**config.mk**
```make
export PLATFORM = sky130hd
export DESIGN_NAME = seg_scan_ctrl_flat
export DESIGN_NICKNAME = d
export VERILOG_FILES = /design/src/rtl/seg_scan_ctrl_if.sv /design/src/rtl/seg_scan_ctrl.sv /design/src/flat_wrapper.sv
export SDC_FILE = /design/constraint.sdc
export NUM_CORES = 1
export LEC_CHECK = 0
export CORE_UTILIZATION = 59
export DETAILED_ROUTE_END_ITERATION = 6
export PLACE_DENSITY = 0.9
export SETUP_SLACK_MARGIN = 0.2
export SLEW_MARGIN = 40
export SYNTH_ARGS = -nofsm -noshare
export SYNTH_HDL_FRONTEND = slang
export SYNTH_SLANG_ARGS = --single-unit
```
**constraint.sdc**
```tcl
create_clock -name CLK -period 4.9 [get_ports CLK]
set_clock_uncertainty 0.1 [all_clocks]
set_input_delay 0.49 -clock CLK [delete_from_list [all_inputs] [get_ports CLK]]
set_output_delay 0.49 -clock CLK [all_outputs]
set_load 0.02 [all_outputs]
```
**src/rtl/seg_scan_ctrl_if.sv**
```systemverilog
// Display-side bundle between the timekeeping logic (master) and the scan controller (slave).
// The master owns the digit/dp/blink inputs and the load request level.
// The slave owns the segment pins and the frame/load pulses.
interface seg_scan_ctrl_if #(
  parameter int NUM_DIGITS = 5
);
  logic [4*NUM_DIGITS-1:0] digit_bcd;
  logic [NUM_DIGITS-1:0]   dp_mask;
  logic [NUM_DIGITS-1:0]   blink_mask;
  logic                    load_req;
  logic                    load_ack;
  logic [7:0]              SEG_DATA;
  logic [NUM_DIGITS-1:0]   SEG_SEL;
  logic                    frame_tick;

  modport master (
    output digit_bcd, dp_mask, blink_mask, load_req,
    input  load_ack, SEG_DATA, SEG_SEL, frame_tick
  );

  modport slave (
    input  digit_bcd, dp_mask, blink_mask, load_req,
    output load_ack, SEG_DATA, SEG_SEL, frame_tick
  );
endinterface

```
**src/rtl/seg_scan_ctrl.sv**
```systemverilog
// Time-multiplexed 7-segment scan controller with blank gap, frame-aligned loads and blinking.
// Latency: outputs registered, valid for the whole BLANK/SHOW state; loads take effect at digit 0 of the next frame.
// Backpressure: load_req is a level sampled only at frame boundaries, acknowledged by a one-cycle load_ack.
// Optional feature macro: LEADING_ZERO_SUPPRESS_EN (blank leading zero digits, digit 0 always shown).
module seg_scan_ctrl #(
  parameter int NUM_DIGITS   = 5,
  parameter int SCAN_DIV     = 1000,
  parameter int BLANK_CYCLES = 2,
  parameter int BLINK_FRAMES = 250
) (
  input  logic           CLK,
  input  logic           rst,
  seg_scan_ctrl_if.slave bus
);

  localparam int IDX_W   = (NUM_DIGITS > 1) ? $clog2(NUM_DIGITS) : 1;
  localparam int CNT_MAX = (SCAN_DIV > BLANK_CYCLES) ? SCAN_DIV : BLANK_CYCLES;
  localparam int CNT_W   = $clog2(CNT_MAX + 1);
  localparam int BLK_W   = $clog2(BLINK_FRAMES + 1);

  localparam logic [CNT_W-1:0] SHOW_LAST  = CNT_W'(SCAN_DIV - 1);
  localparam logic [CNT_W-1:0] BLANK_LAST = CNT_W'((BLANK_CYCLES > 0) ? BLANK_CYCLES - 1 : 0);
  localparam logic [IDX_W-1:0] IDX_LAST   = IDX_W'(NUM_DIGITS - 1);
  localparam logic [BLK_W-1:0] BLINK_TOP  = BLK_W'(BLINK_FRAMES);

  typedef enum logic {
    ST_BLANK = 1'b0,
    ST_SHOW  = 1'b1
  } state_t;

  // Registered state
  state_t                  r_state;
  logic [CNT_W-1:0]        r_cnt;
  logic [IDX_W-1:0]        r_idx;
  logic [BLK_W-1:0]        r_blink_cnt;
  logic                    r_blink_phase;
  logic [4*NUM_DIGITS-1:0] r_bcd_sh;
  logic [NUM_DIGITS-1:0]   r_dp_sh;
  logic [NUM_DIGITS-1:0]   r_blink_sh;
  logic [7:0]              r_seg_data;
  logic [NUM_DIGITS-1:0]   r_seg_sel;
  logic                    r_frame_tick;
  logic                    r_load_ack;

  // Next-state values
  state_t                  w_state_nxt;
  logic [CNT_W-1:0]        w_cnt_nxt;
  logic [IDX_W-1:0]        w_idx_nxt;
  logic [BLK_W-1:0]        w_blink_cnt_nxt;
  logic [BLK_W-1:0]        w_blink_inc;
  logic                    w_blink_phase_nxt;
  logic [4*NUM_DIGITS-1:0] w_bcd_nxt;
  logic [NUM_DIGITS-1:0]   w_dp_nxt;
  logic [NUM_DIGITS-1:0]   w_blink_nxt;
  logic [7:0]              w_seg_data_nxt;
  logic [NUM_DIGITS-1:0]   w_seg_sel_nxt;
  logic                    w_frame_tick_nxt;
  logic                    w_load_ack_nxt;
  logic                    w_boundary;
  logic [3:0]              w_digit;

`ifdef LEADING_ZERO_SUPPRESS_EN
  logic [NUM_DIGITS-1:0]   w_sup;
`endif

  // BCD to {g,f,e,d,c,b,a}; non-decimal codes show a dash
  function automatic logic [6:0] seg7(input logic [3:0] v);
    logic [6:0] s;
    case (v)
      4'd0:    s = 7'h3F;
      4'd1:    s = 7'h06;
      4'd2:    s = 7'h5B;
      4'd3:    s = 7'h4F;
      4'd4:    s = 7'h66;
      4'd5:    s = 7'h6D;
      4'd6:    s = 7'h7D;
      4'd7:    s = 7'h07;
      4'd8:    s = 7'h7F;
      4'd9:    s = 7'h6F;
      default: s = 7'h40;
    endcase
    return s;
  endfunction

  assign w_blink_inc = r_blink_cnt + 1'b1;

  // Scan sequencing, frame boundary detection, blink timing and shadow capture
  always_comb begin
    w_state_nxt       = r_state;
    w_cnt_nxt         = r_cnt;
    w_idx_nxt         = r_idx;
    w_blink_cnt_nxt   = r_blink_cnt;
    w_blink_phase_nxt = r_blink_phase;
    w_bcd_nxt         = r_bcd_sh;
    w_dp_nxt          = r_dp_sh;
    w_blink_nxt       = r_blink_sh;
    w_frame_tick_nxt  = 1'b0;
    w_load_ack_nxt    = 1'b0;
    w_boundary        = 1'b0;

    case (r_state)
      ST_BLANK: begin
        // With no blank gap configured this state is only seen once, right after reset
        if ((BLANK_CYCLES == 0) || (r_cnt == BLANK_LAST)) begin
          w_state_nxt = ST_SHOW;
          w_cnt_nxt   = '0;
        end else begin
          w_cnt_nxt = r_cnt + 1'b1;
        end
      end
      ST_SHOW: begin
        if (r_cnt == SHOW_LAST) begin
          w_cnt_nxt   = '0;
          w_state_nxt = (BLANK_CYCLES > 0) ? ST_BLANK : ST_SHOW;
          if (r_idx == IDX_LAST) begin
            w_idx_nxt  = '0;
            w_boundary = 1'b1;
          end else begin
            w_idx_nxt = r_idx + 1'b1;
          end
        end else begin
          w_cnt_nxt = r_cnt + 1'b1;
        end
      end
      default: begin
        w_state_nxt = ST_BLANK;
        w_cnt_nxt   = '0;
      end
    endcase

    if (w_boundary) begin
      w_frame_tick_nxt = 1'b1;
      if (w_blink_inc == BLINK_TOP) begin
        w_blink_cnt_nxt   = '0;
        w_blink_phase_nxt = ~r_blink_phase;
      end else begin
        w_blink_cnt_nxt = w_blink_inc;
      end
      // Capture only here so a frame never mixes old and new digits
      if (bus.load_req) begin
        w_bcd_nxt      = bus.digit_bcd;
        w_dp_nxt       = bus.dp_mask;
        w_blink_nxt    = bus.blink_mask;
        w_load_ack_nxt = 1'b1;
      end
    end
  end

`ifdef LEADING_ZERO_SUPPRESS_EN
  // A digit is suppressed when it and every more-significant digit is a bare zero
  always_comb begin
    logic run;
    w_sup = '0;
    run   = 1'b1;
    for (int i = NUM_DIGITS - 1; i >= 1; i--) begin
      run      = run && (w_bcd_nxt[4*i +: 4] == 4'd0) && !w_dp_nxt[i];
      w_sup[i] = run;
    end
  end
`endif

  // Pin values for the upcoming state, built from the upcoming shadow/blink values
  always_comb begin
    w_seg_sel_nxt  = '1;
    w_seg_data_nxt = 8'h00;
    w_digit        = w_bcd_nxt[4*w_idx_nxt +: 4];
    if (w_state_nxt == ST_SHOW) begin
      w_seg_sel_nxt  = ~(NUM_DIGITS'(1) << w_idx_nxt);
      w_seg_data_nxt = {w_dp_nxt[w_idx_nxt], seg7(w_digit)};
      if (w_blink_phase_nxt && w_blink_nxt[w_idx_nxt]) begin
        w_seg_data_nxt = 8'h00;
      end
`ifdef LEADING_ZERO_SUPPRESS_EN
      if (w_sup[w_idx_nxt]) begin
        w_seg_data_nxt = 8'h00;
      end
`endif
    end
  end

  // State and output registers; reset drops everything to a blank display at once
  always_ff @(posedge CLK or negedge rst) begin
    if (!rst) begin
      r_state       <= ST_BLANK;
      r_cnt         <= '0;
      r_idx         <= '0;
      r_blink_cnt   <= '0;
      r_blink_phase <= 1'b0;
      r_bcd_sh      <= '0;
      r_dp_sh       <= '0;
      r_blink_sh    <= '0;
      r_seg_data    <= 8'h00;
      r_seg_sel     <= '1;
      r_frame_tick  <= 1'b0;
      r_load_ack    <= 1'b0;
    end else begin
      r_state       <= w_state_nxt;
      r_cnt         <= w_cnt_nxt;
      r_idx         <= w_idx_nxt;
      r_blink_cnt   <= w_blink_cnt_nxt;
      r_blink_phase <= w_blink_phase_nxt;
      r_bcd_sh      <= w_bcd_nxt;
      r_dp_sh       <= w_dp_nxt;
      r_blink_sh    <= w_blink_nxt;
      r_seg_data    <= w_seg_data_nxt;
      r_seg_sel     <= w_seg_sel_nxt;
      r_frame_tick  <= w_frame_tick_nxt;
      r_load_ack    <= w_load_ack_nxt;
    end
  end

  assign bus.SEG_DATA   = r_seg_data;
  assign bus.SEG_SEL    = r_seg_sel;
  assign bus.frame_tick = r_frame_tick;
  assign bus.load_ack   = r_load_ack;

endmodule

```
**src/flat_wrapper.sv**
```systemverilog
// flat-port wrapper written by rule: the top's interface ports become plain ports
module seg_scan_ctrl_flat 
#(
  parameter int NUM_DIGITS   = 5,
  parameter int SCAN_DIV     = 1000,
  parameter int BLANK_CYCLES = 2,
  parameter int BLINK_FRAMES = 250
)
  (CLK, rst, bus_digit_bcd, bus_dp_mask, bus_blink_mask, bus_load_req, bus_load_ack, bus_SEG_DATA, bus_SEG_SEL, bus_frame_tick);
  seg_scan_ctrl_if #(.NUM_DIGITS(NUM_DIGITS)) bus_i ();
  input  logic CLK;
  input  logic rst;
  input wire logic [$bits(bus_i.digit_bcd)-1:0] bus_digit_bcd;
  input wire logic [$bits(bus_i.dp_mask)-1:0] bus_dp_mask;
  input wire logic [$bits(bus_i.blink_mask)-1:0] bus_blink_mask;
  input wire logic [$bits(bus_i.load_req)-1:0] bus_load_req;
  output wire logic [$bits(bus_i.load_ack)-1:0] bus_load_ack;
  output wire logic [$bits(bus_i.SEG_DATA)-1:0] bus_SEG_DATA;
  output wire logic [$bits(bus_i.SEG_SEL)-1:0] bus_SEG_SEL;
  output wire logic [$bits(bus_i.frame_tick)-1:0] bus_frame_tick;
  assign bus_i.digit_bcd = bus_digit_bcd;
  assign bus_i.dp_mask = bus_dp_mask;
  assign bus_i.blink_mask = bus_blink_mask;
  assign bus_i.load_req = bus_load_req;
  assign bus_load_ack = bus_i.load_ack;
  assign bus_SEG_DATA = bus_i.SEG_DATA;
  assign bus_SEG_SEL = bus_i.SEG_SEL;
  assign bus_frame_tick = bus_i.frame_tick;
  seg_scan_ctrl #(.NUM_DIGITS(NUM_DIGITS), .SCAN_DIV(SCAN_DIV), .BLANK_CYCLES(BLANK_CYCLES), .BLINK_FRAMES(BLINK_FRAMES)) u_core (.CLK(CLK), .rst(rst), .bus(bus_i));
endmodule
```
# Word-level counts from Yosys, hierarchy flattened
# Memory sizes are Yosys's and may differ from the RTL's.
# Cells that the tools add are included.
# W data, S select, Z words.
# totals
register_bits	68
romBits	112
inputBits	33
output_inout_bits	15
wordCells	58
memories	1
# op_classes
n_addsub	3
magnitude_cmp	1
eq_ne	4
shifts	2
muxes	31
n_bitwise	3
reduce_logical	1
# mem_list
name	words	width	rd	rd_ports_with_merged_regs	wr	line_no	source
(no name shown)	16	7	1	0	0	seg_scan_ctrl.sv:69	case (v)
# ops
operator	n
$mux W20	2
$mux W5	5
$mux W8	3
$mux W10	2
$pmux W10 S2	1
$shiftx A20 B6 Y4	1
$mux W1	12
$add A10 B1 Y10 const B	1
$eq A10 B1 Y1 const B	1
$eq A10 B10 Y1 const B	1
$mux W3	3
$add A8 B1 Y8 const B	1
$eq A8 B8 Y1 const B	1
$bmux W1 S3	2
$not A5 Y5	1
$shl A1 B3 Y5 const A	1
$lt A3 B4 Y1 const B	1
$add A3 B1 Y3 const B	1
$eq A3 B3 Y1 const B	1
$not A1 Y1	2
$pmux W1 S2	1
$logic_and A1 B1 Y1	1

# Logic depth before layout (Yosys ltp)
# logic_depth
ltp_word	10
depth_mapped	16
mapped_depth_nobuf	13

# Least setup slack after synthesis
# OpenSTA, ideal clock, no wires.
# synth_path
path_type	reg2reg
start	reg u_core.r_cnt[0]
end	reg u_core.r_seg_data[3], in the netlist u_core.bus.SEG_DATA[3]
setup_ps	124
t_arrival_ps	2912
required_ps	4676
path_slack_ps	1764
path_stages_with_launch	14
synth_period_minus_slack_ps	3136
path_cell_list	dfrtp_1 ha_1 nand4_1 nor4_2 buf_4 buf_6 buf_2 nand2_1 a21oi_1 nor4_1 a21o_1 ha_1 and2_1 o31a_1
# synth_via
elab_chain_cells	9
word_cells_on_any_way	19
# synth_rtl
item	line_no	source
start: declaration	seg_scan_ctrl.sv:33	logic [CNT_W-1:0] r_cnt;
start signal: assignment	seg_scan_ctrl.sv:198	r_cnt <= w_cnt_nxt;
parallel branches: the longest is 8 deep, another holds $mem_v2 Z16 W7	-	
$mux W8 (*)	seg_scan_ctrl.sv:167	if (w_state_nxt == ST_SHOW) begin
named net u_core.w_seg_data_nxt[3]	seg_scan_ctrl.sv:55	logic [7:0] w_seg_data_nxt;
end signal: assignment	seg_scan_ctrl.sv:205	r_seg_data <= w_seg_data_nxt;
end: declaration	seg_scan_ctrl.sv:40	logic [7:0] r_seg_data;
# Mark *: on every way through the listed nets, which the timed path passes. The select of a mux whose other input is x is not followed.
# A chain may end at the register's enable or synchronous reset.

# Final worst setup path
# Ends and elaborated chain as after synthesis.

==> impl_results.md <==
- Outcome: complete, no violations
- Clock Tree Root: clkbuf_8
- Post-synthesis cell area: 3430 um2
- Clock Path Buffers: 2
- RSZ-0062 raised after global routing: no
- GRT Util Overall: 25.1%
- Max-slew violation count: 0
- Routability cong.: 0.873
- Initial Utilization: 61.6%
- Finished Layout Cells: 448
- Die area: 6130 um2
- Cell taking the most area after synthesis: dfrtp_1
- Total wire length: 6960 um
- PD cells: 249 nW/um2
- Iteration count of the initial detailed-routing pass: 4
- Hold Fails Final Rpt: 0
- Clock sinks: 68
- Critical Path RT: 5.02 ns
- Initial antenna violation count: 0
- Clock Pin Slew Worst Setup and Hold Paths: 0.07 ns
- Post-CTS setup buffer count: 0
- Inst Count DP: 433
- Pwr Total: 1.03 mW
- Critical path's most frequent cell: ha_1
- Worst Path Arrival: 3.70 ns
- Crit-path max FO: 9
- Vias per cell: 5.68
- Synth Warn #: 0
- Cell count along the critical path: 11
- Hold Crit Class: in -> async
- Syn-to-layout area delta: 20.3%
- Crit path max-delay family: simple AND/OR/NAND/NOR gates
- Fin nets: 417
- Kind of critical path: reg -> reg
- Worst-Skew Late Latency: 0.34 ns
- Hold_ws: 0.127 ns
- Post-DP HPWL: 4950 um
- P_leak: 1.93 nW
- Place WS: 1.31 ns
- Cts bufs inserted: 9
- Average cell area after synthesis: 10.7 um2
- Reg-to-reg slack, setup: 1.32 ns
- Max_cap viols: 0
- IO buf count: 47
- CP cell instances: ha_1 > nand4_1 > nor3_2 > nand2b_1 > nand2_1 > a21oi_1 > nor4_1 > a21o_1 > ha_1 > and2_1 > o31a_1
- Die Span X: 78.3 um
- Largest net degree at the start of global routing: 69
- Worst Tran Pin Value: 0.599 ns
- First-pass GRT wire length: 11600 um
- Overflow after GRT: 0
- VDD IR max: 174 uV
- DRC errors left: 0
- Slew margin rel.: 60.0%
- Total I/O pin count: 48
- Worst-case reg-to-reg path depth: 11
- RR Endpoint: u_core.bus.SEG_DATA[3]
- Crit path launch type: register
- CTS tree: done
- DRT iter0 DRCs: 193
- WP buf/inv: 0
- CTS resizes: 0
- Crit-path max cell delay: 0.53 ns
- Die Ht: 78.3 um
- Synthesized instance count: 321
- Syn nets: 366
- Final-report setup violation count: 0
- Seq cells post-synth: 68
- DR WL/cell: 15.5 um
- Hold buffer count at CTS: 0
- CTS HTree Levels: 3
- Slowest-stage cell, CP: nor3_2
- Layout cell share with drive strength beyond 1: 12.8%
- Post-synthesis sequential area ratio: 49.7%
- Min cycle time layout: 3.58 ns
- Max frequency: 279 MHz
- Post-detailed-route count of antenna-violating nets: 0
- Ranking of synthesized cells by area: dfrtp_1 (46%), nand2_1 (4.9%), mux2i_1 (4.7%)
- Core area: 5570 um2
- Fin crit share: 73.1%
- TNS Setup: 0 ns
- Routed vias: 2545
- Placement Rows: 27
- Number of global-route vias before repair: 2529
- # diodes: 0
- PnR worst setup slack: 1.32 ns
- Top-area cell type share of the netlist area: 45.9%
- Unique cell type count in the Yosys netlist: 58
- CP endpoint kind: register
- Worst reg2reg path startpoint: u_core.r_cnt[0]
[worst reg2reg max path: cells and delay by family (launching register included)]
family	cells	cell delay (ns)
and+or+nand+nor	6	1.86
AOI/OAI and AO/OA	3	0.61
adders and majority gates	2	0.48
DFF	1	0.41
[area by class of cell]
class / instances / area [um2]
Timing Repair Buffer: 49 / 484
Sequential cell: 68 / 1710
Fill cell: 377 / 1440
Tap cell: 72 / 90.1
Inverter: 19 / 71.3
Clock inverter: 1 / 5.00
Multi-Input combinational cell: 225 / 1590
Clock buffer: 14 / 183
[power breakdown]
group	internal (mW)	total (mW)	switching (mW)
clock network	0.236	0.430	0.194
logic	0.0227	0.0368	0.0141
registers	0.561	0.561	0
[through the flow]
step / instance area (um2) / utilization [%]
floorplan: 3430 / -
global placement: 3940 / 70.7
detailed placement: 3940 / 70.7
CTS: 4130 / 74.1
global route: 4130 / 74.1
finish: 4130 / 74.1
[synthesized netlist by cell type (all sizes together)]
master and number:
mux2i 17, a31oi 2, nor2b 3, nor4b 1, o2bb2ai 3, nand4 3, a211oi 2, nand3 12
o21a 2, inv 19, nor3 8, dfrtp 63, dfstp 5, o32ai 1, nor2 24, xnor2 9
o31a 1, or4 2, a21boi 2, nand2 45, nor4 3, o41ai 1, clkbuf 2, a21bo 1
and2 4, o22ai 4, nor3b 1, and3 4, a211o 1, mux2 17, ha 12, o21ai 7
a32oi 2, o221ai 2, buf 7, a32o 1, nand2b 4, or3 1, o31ai 3, xor2 5
a21oi 11, a21o 3, or2 1
[cells by family (layout without fill, tap and decap cells)]
family	count (synthesis)	count (layout)	synth area share, %
compound gates	49	49	11.1
xor+xnor	14	14	3.57
mux	34	34	11.1
buf+inv	28	83	4.19
fa+ha+maj	12	12	4.37
simple gates	116	116	15.9
flops	68	68	49.7
[worst max-delay path by stage]
stage                         start                     end  slack (ns)
floorplan           u_core.r_cnt[0]  u_core.bus.SEG_DATA[3]        1.76
global placement       bus_load_req  u_core.bus.SEG_DATA[3]        1.44
detailed placement     bus_load_req  u_core.bus.SEG_DATA[3]        1.31
CTS                 u_core.r_cnt[0]  u_core.bus.SEG_DATA[3]        1.36
global route        u_core.r_cnt[0]  u_core.bus.SEG_DATA[3]        1.12
finish              u_core.r_cnt[0]  u_core.bus.SEG_DATA[3]        1.32
[sequential cells by signal (all words and copies together) (netlist names)]
name / flops
u_core.r_idx: 3
u_core.r_bcd_sh: 20
u_core.bus.SEG_SEL: 5
u_core.bus.frame_tick: 1
u_core.r_cnt: 10
u_core.r_state: 1
u_core.r_blink_cnt: 8
u_core.bus.SEG_DATA: 8
u_core.r_blink_sh: 5
u_core.r_dp_sh: 5
u_core.bus.load_ack: 1
u_core.r_blink_phase: 1
[routing by layer]
layer  wire (um)  global-route usage [%]  vias up
met4         144                    11.1        0
met3         419                    6.51       13
li1            -                       -     1221
met5           0                       0        -
met2        3410                    41.3       83
met1        2980                    31.1     1228
[cells in the final DEF, fill, tap and decap left out, types with 9 or more instances in the layout]
cell	netlist	final
dfrtp_1	63	63
ha_1	12	12
nand3_1	12	12
mux2_2	14	14
clkdlybuf4s50_1	0	46
inv_1	18	18
a21oi_1	10	10
clkbuf_8	0	13
nand2_1	45	45
xnor2_1	9	9
mux2i_1	16	16
nor2_1	24	24
(Power assumes the default switching activity.)
